[src/rtl/mem_bist_pkg.sv]
`default_nettype none
//------------------------------------------------------------------------------
// Module   : mem_bist_pkg
// Brief    : Shared state encoding and data-pattern helper for the memory BIST.
// Revision : 1.0 - initial release
//------------------------------------------------------------------------------
package mem_bist_pkg;

   typedef enum logic [2:0] {
      IDLE  = 3'd0,
      W0_UP = 3'd1,
      R0_UP = 3'd2,
      W1_DN = 3'd3,
      R1_DN = 3'd4,
      DONE  = 3'd5
   } bistState_t;

   // Widest supported pattern; callers truncate to their own data width.
   localparam int c_patMaxW = 64;

   function automatic logic [c_patMaxW-1:0] patternOf(
      input logic [c_patMaxW-1:0] seed,
      input logic [c_patMaxW-1:0] addr
   );
      return seed ^ addr;
   endfunction

endpackage
`default_nettype wire

[src/rtl/mem_bist_cmp.sv]
`default_nettype none
//------------------------------------------------------------------------------
// Module   : mem_bist_cmp
// Brief    : Read-latency matched compare pipeline with error count and
//            first-failing-address capture.
// Revision : 1.0 - initial release
//------------------------------------------------------------------------------
module mem_bist_cmp
   import mem_bist_pkg::*;
#(
   parameter int WIDTH  = 8,
   parameter int DEPTH  = 4,
   parameter int RD_LAT = 1
) (
   input  logic             clk,
   input  logic             rst,
   input  logic             clr,
   input  logic             issueValid,
   input  logic [DEPTH-1:0] issueAddr,
   input  logic [WIDTH-1:0] issueExp,
   input  logic [WIDTH-1:0] rdData,
   output logic             mismatch,
   output logic [DEPTH+1:0] errCnt,
   output logic [DEPTH-1:0] failAddr
);

   logic             w_cmpValid;
   logic [DEPTH-1:0] w_cmpAddr;
   logic [WIDTH-1:0] w_cmpExp;
   logic [DEPTH+1:0] r_errCnt;
   logic [DEPTH-1:0] r_failAddr;

   generate
      if (RD_LAT == 0) begin : g_lat0
         assign w_cmpValid = issueValid;
         assign w_cmpAddr  = issueAddr;
         assign w_cmpExp   = issueExp;
      end else begin : g_latN
         logic             r_pipeValid [RD_LAT];
         logic [DEPTH-1:0] r_pipeAddr  [RD_LAT];
         logic [WIDTH-1:0] r_pipeExp   [RD_LAT];

         always_ff @(posedge clk or posedge rst) begin
            if (rst) begin
               for (int i = 0; i < RD_LAT; i++) begin
                  r_pipeValid[i] <= 1'b0;
                  r_pipeAddr[i]  <= '0;
                  r_pipeExp[i]   <= '0;
               end
            end else begin
               r_pipeValid[0] <= issueValid;
               r_pipeAddr[0]  <= issueAddr;
               r_pipeExp[0]   <= issueExp;
               for (int i = 1; i < RD_LAT; i++) begin
                  r_pipeValid[i] <= r_pipeValid[i-1];
                  r_pipeAddr[i]  <= r_pipeAddr[i-1];
                  r_pipeExp[i]   <= r_pipeExp[i-1];
               end
            end
         end

         assign w_cmpValid = r_pipeValid[RD_LAT-1];
         assign w_cmpAddr  = r_pipeAddr[RD_LAT-1];
         assign w_cmpExp   = r_pipeExp[RD_LAT-1];
      end
   endgenerate

   assign mismatch = w_cmpValid && (rdData != w_cmpExp);

   // The count is sized for 2N errors, so a plain increment never wraps.
   always_ff @(posedge clk or posedge rst) begin
      if (rst) begin
         r_errCnt   <= '0;
         r_failAddr <= '0;
      end else if (clr) begin
         r_errCnt   <= '0;
         r_failAddr <= '0;
      end else if (mismatch) begin
         r_errCnt <= r_errCnt + 1'b1;
         if (r_errCnt == '0) begin
            r_failAddr <= w_cmpAddr;
         end
      end
   end

   assign errCnt   = r_errCnt;
   assign failAddr = r_failAddr;

endmodule
`default_nettype wire

[src/rtl/mem_bist_ctrl.sv]
`default_nettype none
//------------------------------------------------------------------------------
// Module   : mem_bist_ctrl
// Brief    : Four-phase March BIST sequencer for single-port memories.
// Revision : 1.0 - initial release
//------------------------------------------------------------------------------
module mem_bist_ctrl
   import mem_bist_pkg::*;
#(
   parameter int               WIDTH  = 8,
   parameter int               DEPTH  = 4,
   parameter int               RD_LAT = 1,
   parameter logic [WIDTH-1:0] SEED   = 8'hA5
) (
   input  logic             clk,
   input  logic             rst,
   input  logic             start,
   output logic             busy,
   output logic             done,
   output logic             pass,
   output logic [DEPTH+1:0] err_cnt,
   output logic [DEPTH-1:0] fail_addr,
   output logic             mem_we,
   output logic [DEPTH-1:0] mem_addr,
   output logic [WIDTH-1:0] mem_wrData,
   input  logic [WIDTH-1:0] mem_rdData
);

   localparam int             c_n       = 1 << DEPTH;
   localparam logic [DEPTH:0] c_lastW   = (DEPTH+1)'(c_n - 1);
   localparam logic [DEPTH:0] c_lastR   = (DEPTH+1)'(c_n - 1 + RD_LAT);
   localparam logic [DEPTH-1:0] c_topAddr = DEPTH'(c_n - 1);

   bistState_t       r_state;
   bistState_t       w_nextState;
   logic [DEPTH:0]   r_cnt;
   logic [DEPTH:0]   w_nextCnt;
   logic             w_clr;
   logic             w_doneEntry;

   logic [DEPTH-1:0] w_addrUp;
   logic [DEPTH-1:0] w_addrDn;
   logic             w_nextWe;
   logic [DEPTH-1:0] w_nextAddr;
   logic [WIDTH-1:0] w_nextWrData;
   logic             w_nextRdValid;
   logic [WIDTH-1:0] w_nextExp;

   logic             r_memWe;
   logic [DEPTH-1:0] r_memAddr;
   logic [WIDTH-1:0] r_memWrData;
   logic             r_rdValid;
   logic [WIDTH-1:0] r_expData;
   logic             r_done;
   logic             r_pass;

   logic             w_mismatch;
   logic [DEPTH+1:0] w_errCnt;
   logic [DEPTH-1:0] w_failAddr;

   function automatic logic [WIDTH-1:0] patOf(input logic [DEPTH-1:0] a);
      return WIDTH'(patternOf(c_patMaxW'(SEED), c_patMaxW'(a)));
   endfunction

   // Phase counter runs N cycles for writes and N+RD_LAT for reads (drain).
   always_comb begin
      w_nextState = r_state;
      w_nextCnt   = r_cnt;
      w_clr       = 1'b0;
      case (r_state)
         IDLE, DONE: begin
            if (start) begin
               w_nextState = W0_UP;
               w_nextCnt   = '0;
               w_clr       = 1'b1;
            end
         end
         W0_UP: begin
            if (r_cnt == c_lastW) begin
               w_nextState = R0_UP;
               w_nextCnt   = '0;
            end else begin
               w_nextCnt = r_cnt + 1'b1;
            end
         end
         R0_UP: begin
            if (r_cnt == c_lastR) begin
               w_nextState = W1_DN;
               w_nextCnt   = '0;
            end else begin
               w_nextCnt = r_cnt + 1'b1;
            end
         end
         W1_DN: begin
            if (r_cnt == c_lastW) begin
               w_nextState = R1_DN;
               w_nextCnt   = '0;
            end else begin
               w_nextCnt = r_cnt + 1'b1;
            end
         end
         R1_DN: begin
            if (r_cnt == c_lastR) begin
               w_nextState = DONE;
               w_nextCnt   = '0;
            end else begin
               w_nextCnt = r_cnt + 1'b1;
            end
         end
         default: begin
            w_nextState = IDLE;
            w_nextCnt   = '0;
         end
      endcase
   end

   // Drain cycles clamp to the last address, so the port holds it steady.
   assign w_addrUp    = (w_nextCnt > c_lastW) ? c_topAddr : w_nextCnt[DEPTH-1:0];
   assign w_addrDn    = ~w_addrUp;
   assign w_doneEntry = (r_state == R1_DN) && (w_nextState == DONE);

   always_comb begin
      w_nextWe      = 1'b0;
      w_nextAddr    = '0;
      w_nextWrData  = '0;
      w_nextRdValid = 1'b0;
      w_nextExp     = '0;
      case (w_nextState)
         W0_UP: begin
            w_nextWe     = 1'b1;
            w_nextAddr   = w_addrUp;
            w_nextWrData = patOf(w_addrUp);
         end
         R0_UP: begin
            w_nextAddr    = w_addrUp;
            w_nextRdValid = (w_nextCnt <= c_lastW);
            w_nextExp     = patOf(w_addrUp);
         end
         W1_DN: begin
            w_nextWe     = 1'b1;
            w_nextAddr   = w_addrDn;
            w_nextWrData = ~patOf(w_addrDn);
         end
         R1_DN: begin
            w_nextAddr    = w_addrDn;
            w_nextRdValid = (w_nextCnt <= c_lastW);
            w_nextExp     = ~patOf(w_addrDn);
         end
         default: begin
         end
      endcase
   end

   always_ff @(posedge clk or posedge rst) begin
      if (rst) begin
         r_state     <= IDLE;
         r_cnt       <= '0;
         r_memWe     <= 1'b0;
         r_memAddr   <= '0;
         r_memWrData <= '0;
         r_rdValid   <= 1'b0;
         r_expData   <= '0;
         r_done      <= 1'b0;
         r_pass      <= 1'b0;
      end else begin
         r_state     <= w_nextState;
         r_cnt       <= w_nextCnt;
         r_memWe     <= w_nextWe;
         r_memAddr   <= w_nextAddr;
         r_memWrData <= w_nextWrData;
         r_rdValid   <= w_nextRdValid;
         r_expData   <= w_nextExp;
         r_done      <= w_doneEntry;
         // The final compare lands on the DONE-entry edge, so fold it in here.
         if (w_clr) begin
            r_pass <= 1'b0;
         end else if (w_doneEntry) begin
            r_pass <= (w_errCnt == '0) && !w_mismatch;
         end
      end
   end

   mem_bist_cmp #(
      .WIDTH  (WIDTH),
      .DEPTH  (DEPTH),
      .RD_LAT (RD_LAT)
   ) u_cmp (
      .clk        (clk),
      .rst        (rst),
      .clr        (w_clr),
      .issueValid (r_rdValid),
      .issueAddr  (r_memAddr),
      .issueExp   (r_expData),
      .rdData     (mem_rdData),
      .mismatch   (w_mismatch),
      .errCnt     (w_errCnt),
      .failAddr   (w_failAddr)
   );

   assign busy       = (r_state != IDLE) && (r_state != DONE);
   assign done       = r_done;
   assign pass       = r_pass;
   assign err_cnt    = w_errCnt;
   assign fail_addr  = w_failAddr;
   assign mem_we     = r_memWe;
   assign mem_addr   = r_memAddr;
   assign mem_wrData = r_memWrData;

endmodule
`default_nettype wire

[config.mk]
export PLATFORM = sky130hd
export DESIGN_NAME = mem_bist_ctrl
export DESIGN_NICKNAME = d
export VERILOG_FILES = /design/src/rtl/mem_bist_pkg.sv /design/src/rtl/mem_bist_cmp.sv /design/src/rtl/mem_bist_ctrl.sv
export SDC_FILE = /design/constraint.sdc
export NUM_CORES = 1
export LEC_CHECK = 0
export CAP_MARGIN = 15
export CELL_PAD_IN_SITES_DETAIL_PLACEMENT = 0
export CELL_PAD_IN_SITES_GLOBAL_PLACEMENT = 1
export CORE_MARGIN = 10
export CORE_UTILIZATION = 45
export CTS_CLUSTER_SIZE = 25
export DETAILED_ROUTE_END_ITERATION = 10
export PLACE_DENSITY = 0.95
export SYNTH_ARGS = -nofsm -noshare
export SYNTH_HDL_FRONTEND = slang
export SYNTH_HIERARCHICAL = 1
export SYNTH_SLANG_ARGS = --single-unit
[constraint.sdc]
create_clock -name clk -period 5.4 [get_ports clk]
set_input_delay 1.08 -clock clk [delete_from_list [all_inputs] [get_ports clk]]
set_output_delay 1.08 -clock clk [all_outputs]
set_load 0.005 [all_outputs]
==> metrics.csv, run 1 <==
metric;value;unit
Clock Root Buffer;clkbuf_8;
vias in the first global route;1578;
first-pass GRT wire length;7534;um
Setup Skew;0.008864;ns
DRT antenna net count;0;
hold depth;0;
crit-path cells;xor2_2 > nor2_1 > inv_1 > clkdlybuf4s50_1;
Fin Setup TNS;0;ns
most used routing layer;met2;
Initial Util;0.4711;
buffers added on ports;36;
f_max;348.1;MHz
gp weighted congestion;0.8260;
top cells by area, synth;dfrtp_1 (57%), mux2i_1 (4.9%), nor2_1 (4.3%);
Sequential cell area;1276;um2
final worst path period share;0.5319;
Area growth syn-to-layout;25.14;%
Max clock buf depth;2;
Synth async-reset ratio;1.000;
DP Wirelength;3298;um
footprint of the multi-input gates;895.9;um2
unrepaired setup endpoints after global routing;false;
layout cells sized above 1;0.08017;
die area;8242;um2
wirelength, routed;4359;um
leak pwr;1.296;nW
Seq cells post-synth;51;
status;completed;
initial antenna violation count;0;
FP Rows;25;
post-cts sizing count;0;
WL per Instance;14.34;um
number of synthesized flops with an enable pin;0;
worst rel slew slack;0.4474;
Peak VDD IR;0.3429;mV
via/cell ratio;5.039;
Max-Cap Viols;0;
HP Class;reg2reg;
CP max stage delay;0.64;ns
Seq/Total Area, Yosys;0.5660;
First-pass DRT Iterations;4;
Final Hold Fails;0;
utilization after layout;0.5895;
GRT Total Usage;0.1111;
met1 Use GR;0.1303;
Die Wd;90.79;um
yosys warns;6;
TritonCTS clock tree;built;
minimum clock period after layout;2.872;ns
Mapped Nets;216;
hold buffer count at cts;0;
setup ws final;2.528;ns
Top Ports;37;
CP max FO;16;
# setup viols final;0;
critical setup path kind;reg2out;
# fillers;394;
Arr. time, crit path;1.79;ns
worst slew pin tran;0.8280;ns
DRT iter0 DRCs;53;
Synth Flop Type;dfrtp_1;
Place WS;2.441;ns
TritonCTS Buffers;5;
Post-Syn Instances;199;
Critical Path End Type;output pin;
Die H;90.79;um
Reg2Reg Depth;9;
Netlist cell types;41;
crit path launch type;register;
CTS clk-pin slew, worst paths;0.08;ns
clk_lat worst skew;0.30;ns
WP data required;4.32;ns
CP max stage cell;dfrtp_1;
met3 usage;0.03824;
Synth Cell Area;2255;um2
final hold slack;0.3530;ns
fin nets;253;
largest net degree at the start of global routing;29;
Post-CTS Setup Bufs;0;
Vias;1532;
Pins Over Slew Limit;0;
n_diodes;0;
# H-tree levels;2;
TritonCTS Sinks;51;
met2 Track Usage GR;0.1851;
Core Region;4786;um2
DRC violations left;0;
top cell type's share of synthesized area;0.5660;
Post-Syn Area per Cell;11.33;um2
Finished Layout Cells;304;
GRT Residual Overflow;0;
placed insts;295;
area leader, netlist;dfrtp_1;
Pwr Density;558.2;nW/um2
==> per-stage QoR <==
stage                     total power, W  cell area, um2
after detailed placement        0.001284            2661
after global routing            0.001697            2821
after floorplan                 0.001010            2255
after CTS                       0.001592            2794
final                           0.001575            2821
after global placement          0.001276            2661
==> routing by layer <==
layer | part of all wire | wire length (um)
met1 | 0.43 | 1855
met2 | 0.51 | 2242
met3 | 0.042 | 181
met4 | 0.018 | 78
met5 | 0 | 0
==> cells by family (layout without fill, tap and decap cells) <==
group / count (synthesis) / in the layout / synth area share
buffers and inverters: 19 / 57 / 0.03662
AO/OA/AOI/OAI: 27 / 27 / 0.08158
AND/OR/NAND/NOR: 68 / 68 / 0.1609
XOR/XNOR: 14 / 14 / 0.05772
flip-flops: 51 / 51 / 0.5660
adder cells (fa/ha/maj): 6 / 6 / 0.03330
multiplexers: 14 / 14 / 0.06382
==> state kept, by name (all words and copies together), names as in the netlist, 3 cells and up <==
name,cells
mem_addr,4
u_cmp/g_latN.r_pipeExp,8
r_expData,6
mem_wrData,6
u_cmp/errCnt,6
r_cnt,5
u_cmp/failAddr,4
r_state,3
u_cmp/g_latN.r_pipeAddr,4
==> cell usage after synthesis, types with 2 or more instances <==
| library cell | count |
|---|---|
| nand2b_1 | 3 |
| inv_1 | 12 |
| nor2b_1 | 5 |
| dfrtp_1 | 51 |
| xnor2_1 | 4 |
| a221o_1 | 2 |
| nor4_2 | 2 |
| buf_2 | 3 |
| nor3_1 | 4 |
| mux2i_1 | 11 |
| and2_1 | 3 |
| mux2_1 | 2 |
| nand4_1 | 2 |
| nand2_1 | 6 |
| a22o_1 | 3 |
| o21ai_0 | 4 |
| nand3_1 | 5 |
| nor2_2 | 2 |
| ha_1 | 6 |
| a21oi_1 | 11 |
| nor4_1 | 3 |
| buf_4 | 2 |
| nor2_1 | 26 |
| xor2_1 | 9 |
| clkbuf_1 | 2 |
==> worst paths after layout <==
kind / endpoint / start / slack [ns]
worst max register to register: mem_addr[2] / r_cnt[0] / 3.21
worst min register to register: u_cmp/g_latN.r_pipeValid / r_rdValid / 0.35
max in group asynchronous: u_cmp/errCnt[4] / rst / 3.61
worst max-delay path: busy / r_state[0] / 2.53
worst min-delay path: u_cmp/g_latN.r_pipeValid / r_rdValid / 0.35
min in group asynchronous: mem_addr[3] / rst / 1.16
==> power breakdown <==
part           leakage, nW  switching (W)  internal (W)  total (W)
Clock               0.0654       0.000117      0.000185   0.000302
Combinational        0.572       0.000307      0.000333   0.000640
Sequential           0.658       0.000111      0.000522   0.000633
Total                 1.30       0.000535       0.00104    0.00157
==> cell usage in the layout (no fill, tap or decap), types with 2 or more instances in the layout <==
cell              n
a221o_1           2
nand3_1           5
bufinv_16         2
xnor2_1           4
nor4_1            3
xor2_1            9
a22o_1            3
and2_1            3
nand4_1           2
nor2b_1           5
nor3_1            4
a21oi_1          11
o21ai_0           4
mux2_1            2
mux2i_1          11
clkdlybuf4s50_1  36
dfrtp_1          51
inv_1            12
nand2_1           6
ha_1              6
nor2_2            2
nor2_1           26
clkbuf_8          5
nand2b_1          3
nor4_2            2
==> critical path: cells and delay by family (launching register included) <==
kind / cells / cell delay (ns)
flops: 1 / 0.64
buf+inv: 2 / 0.56
xor+xnor: 1 / 0.22
simple gates: 1 / 0.08
==> layout make-up <==
class,instances,share of cell area
clock buffer,6,0.02572
clock inverter,2,0.02129
inverter,12,0.01596
multi-input combinational,129,0.3175
sequential,51,0.4523
tap,67,0.02971
timing repair buffer,37,0.1375
Note: power is estimated with default switching activity, not from simulation.
==> run 2: changes to the inputs <==
--- a/config.mk
+++ b/config.mk
@@ -9,10 +9,10 @@
 export CELL_PAD_IN_SITES_DETAIL_PLACEMENT = 0
 export CELL_PAD_IN_SITES_GLOBAL_PLACEMENT = 1
 export CORE_MARGIN = 10
-export CORE_UTILIZATION = 45
+export CORE_UTILIZATION = 37
 export CTS_CLUSTER_SIZE = 25
 export DETAILED_ROUTE_END_ITERATION = 10
-export PLACE_DENSITY = 0.95
+export PLACE_DENSITY = 0.85
 export SYNTH_ARGS = -nofsm -noshare
 export SYNTH_HDL_FRONTEND = slang
 export SYNTH_HIERARCHICAL = 1
==> constraint.sdc (replaced) <==
create_clock -name clk -period 2.6 [get_ports clk]
set_input_delay 0.52 -clock clk [delete_from_list [all_inputs] [get_ports clk]]
set_output_delay 0.52 -clock clk [all_outputs]
set_load 0.005 [all_outputs]
==> run 2 against run 1 <==
Net effect: worst hold slack worse by 0.0048 ns; clock power grew 60%; die area increased by 17%; power up 98%; cell area fell by 0.53%; sequential power rose by 110%; count of clock-buffer cells in the layout down 1; non-clock buffer count grew 4; highest routed layer unchanged.
==> metrics.csv, run 2 (synthesis gave the netlist of run 1 again) <==
metric;value;unit;change
buffers added on ports;36;;unchanged
layout cells sized above 1;0.09959;;was 0.08017
# fillers;562;;was 394
gp weighted congestion;0.8356;;was 0.8260
initial antenna violation count;0;;unchanged
Core Region;5921;um2;was 4786 um2
final worst path period share;0.8903;;
Fin Setup TNS;0;ns;unchanged
Max-Cap Viols;0;;unchanged
via/cell ratio;4.873;;was 5.039
Clock Root Buffer;clkbuf_8;;unchanged
utilization after layout;0.4740;;was 0.5895
met3 wire length;235;um;was 181 um
CP max FO;16;;unchanged
setup ws final;0.2853;ns;was 2.528 ns
Arr. time, crit path;1.79;ns;about the same
First-pass DRT Iterations;4;;unchanged
Max clock buf depth;2;;unchanged
FP Rows;28;;was 25
Comb power frac;0.423;;was 0.406
minimum clock period after layout;2.315;ns;
Top Ports;37;;unchanged
Die H;98.06;um;was 90.79 um
Sw Ratio;0.3654;;was 0.3398
worst slew pin tran;0.4766;ns;was 0.8280 ns
Setup Skew;0.006520;ns;was 0.008864 ns
Area growth syn-to-layout;24.47;%;was 25.14%
status;completed;;unchanged
fin nets;257;;was 253
DP Wirelength;3331;um;was 3298 um
DRT met1 WL;1863;um;was 1855 um
Critical Path End Type;output pin;;unchanged
Final Hold Fails;0;;unchanged
# setup viols final;0;;unchanged
Reg power frac;0.422;;was 0.402
DRT antenna net count;0;;unchanged
first-pass GRT wire length;7714;um;was 7534 um
most common cell after layout, fill and taps aside;dfrtp_1;;unchanged
WL per Instance;14.03;um;was 14.34 um
unrepaired setup endpoints after global routing;false;;unchanged
Pins Over Slew Limit;0;;unchanged
f_max;432.0;MHz;
crit path launch type;register;;unchanged
largest net degree at the start of global routing;29;;unchanged
DRC violations left;0;;unchanged
Initial Util;0.3808;;was 0.4711
TritonCTS Buffers;5;;unchanged
Peak VDD IR;0.5167;mV;was 0.3429 mV
wirelength, routed;4434;um;was 4359 um
Vias;1540;;was 1532
die area;9616;um2;was 8242 um2
Place WS;0.2554;ns;was 2.441 ns
Clk pwr share;0.155;;was 0.192
sw power;0.001139;W;was 0.0005351 W
met2 routed WL;2210;um;was 2242 um
DRT iter0 DRCs;60;;was 53
TritonCTS clock tree;built;;unchanged
post-cts sizing count;0;;unchanged
leak pwr;1.294;nW;was 1.296 nW
TritonCTS Sinks;51;;unchanged
highest-count cells in the layout ignoring fill and taps;dfrtp_1 (51), clkdlybuf4s50_1 (36), nor2_1 (26);;unchanged
CTS clk-pin slew, worst paths;0.10;ns;was 0.08 ns
Tot Pwr;0.003117;W;was 0.001575 W
GRT Residual Overflow;0;;unchanged
largest register by flop count;u_cmp/g_latN.r_pipeExp;;unchanged
Pwr Density;1111;nW/um2;was 558.2 nW/um2
Post-CTS Setup Bufs;0;;unchanged
# H-tree levels;2;;unchanged
DR top layer;met4;;unchanged
worst rel slew slack;0.6823;;was 0.4474
internal power;0.001978;W;was 0.001040 W
n_diodes;0;;unchanged
max FFs per register;8;;unchanged
hold buffer count at cts;0;;unchanged
WP data required;2.08;ns;was 4.32 ns
GRT Total Usage;0.09665;;was 0.1111
clk_lat worst skew;0.31;ns;was 0.30 ns
HP Class;reg2reg;;unchanged
Die Wd;98.06;um;was 90.79 um
vias in the first global route;1617;;was 1578
critical setup path kind;reg2out;;unchanged
run 2: path summary, 6_finish.rpt:
path	start	endpoint	slack, ns	cells after the start
hold reg to reg	r_expData[2]	u_cmp/g_latN.r_pipeExp[2]	0.35	0
setup reg to reg	r_cnt[0]	mem_addr[0]	0.43	9
max in group asynchronous	rst	pass	1.74	3
setup / recovery	r_state[0]	busy	0.29	4
hold / removal	r_expData[2]	u_cmp/g_latN.r_pipeExp[2]	0.35	0
min in group asynchronous	rst	u_cmp/g_latN.r_pipeAddr[0]	0.57	3
run 2: final cells by class:
cell class / instances / area, um2 / area share
clock buffers: 5 / 68.82 / 0.02452
well taps: 75 / 93.84 / 0.03344
repair buffers: 41 / 397.9 / 0.1418
clock inverters: 3 / 28.78 / 0.01025
multi-input cells: 129 / 895.9 / 0.3192
flip-flops and latches: 51 / 1276 / 0.4547
inverters: 12 / 45.04 / 0.01605
run 2: through the flow:
stage               hold WS (ns)  instance area [um2]  instances
global route              0.3507                 2806        316
detailed placement        0.3347                 2709        308
floorplan                 0.3312                 2255        199
CTS                       0.3519                 2806        316
global placement          0.3335                 2709        308
finish                    0.3482                 2806        316
run 2: power groups by stage:
stage | logic [W] | registers (W) | clock network (W)
global placement | 0.00132 | 0.00133 | 0
floorplan | 0.000832 | 0.00127 | 0
detailed placement | 0.00134 | 0.00133 | 0
CTS | 0.00135 | 0.00132 | 0.000494
finish | 0.00132 | 0.00132 | 0.000482
global route | 0.00148 | 0.00136 | 0.000527
run 2: critical path, cell delays in order (launching register included):
cell and delay [ns]:
dfrtp_1 0.65, xor2_2 0.21, nor2_1 0.07, inv_1 0.07
clkdlybuf4s50_1 0.49
run 2: layer usage:
layer  global-route usage  vias up
li1                     -      756
met1               0.1062      741
met2               0.1624       33
met3              0.03383       10
met4              0.04698        0
met5                    0        -
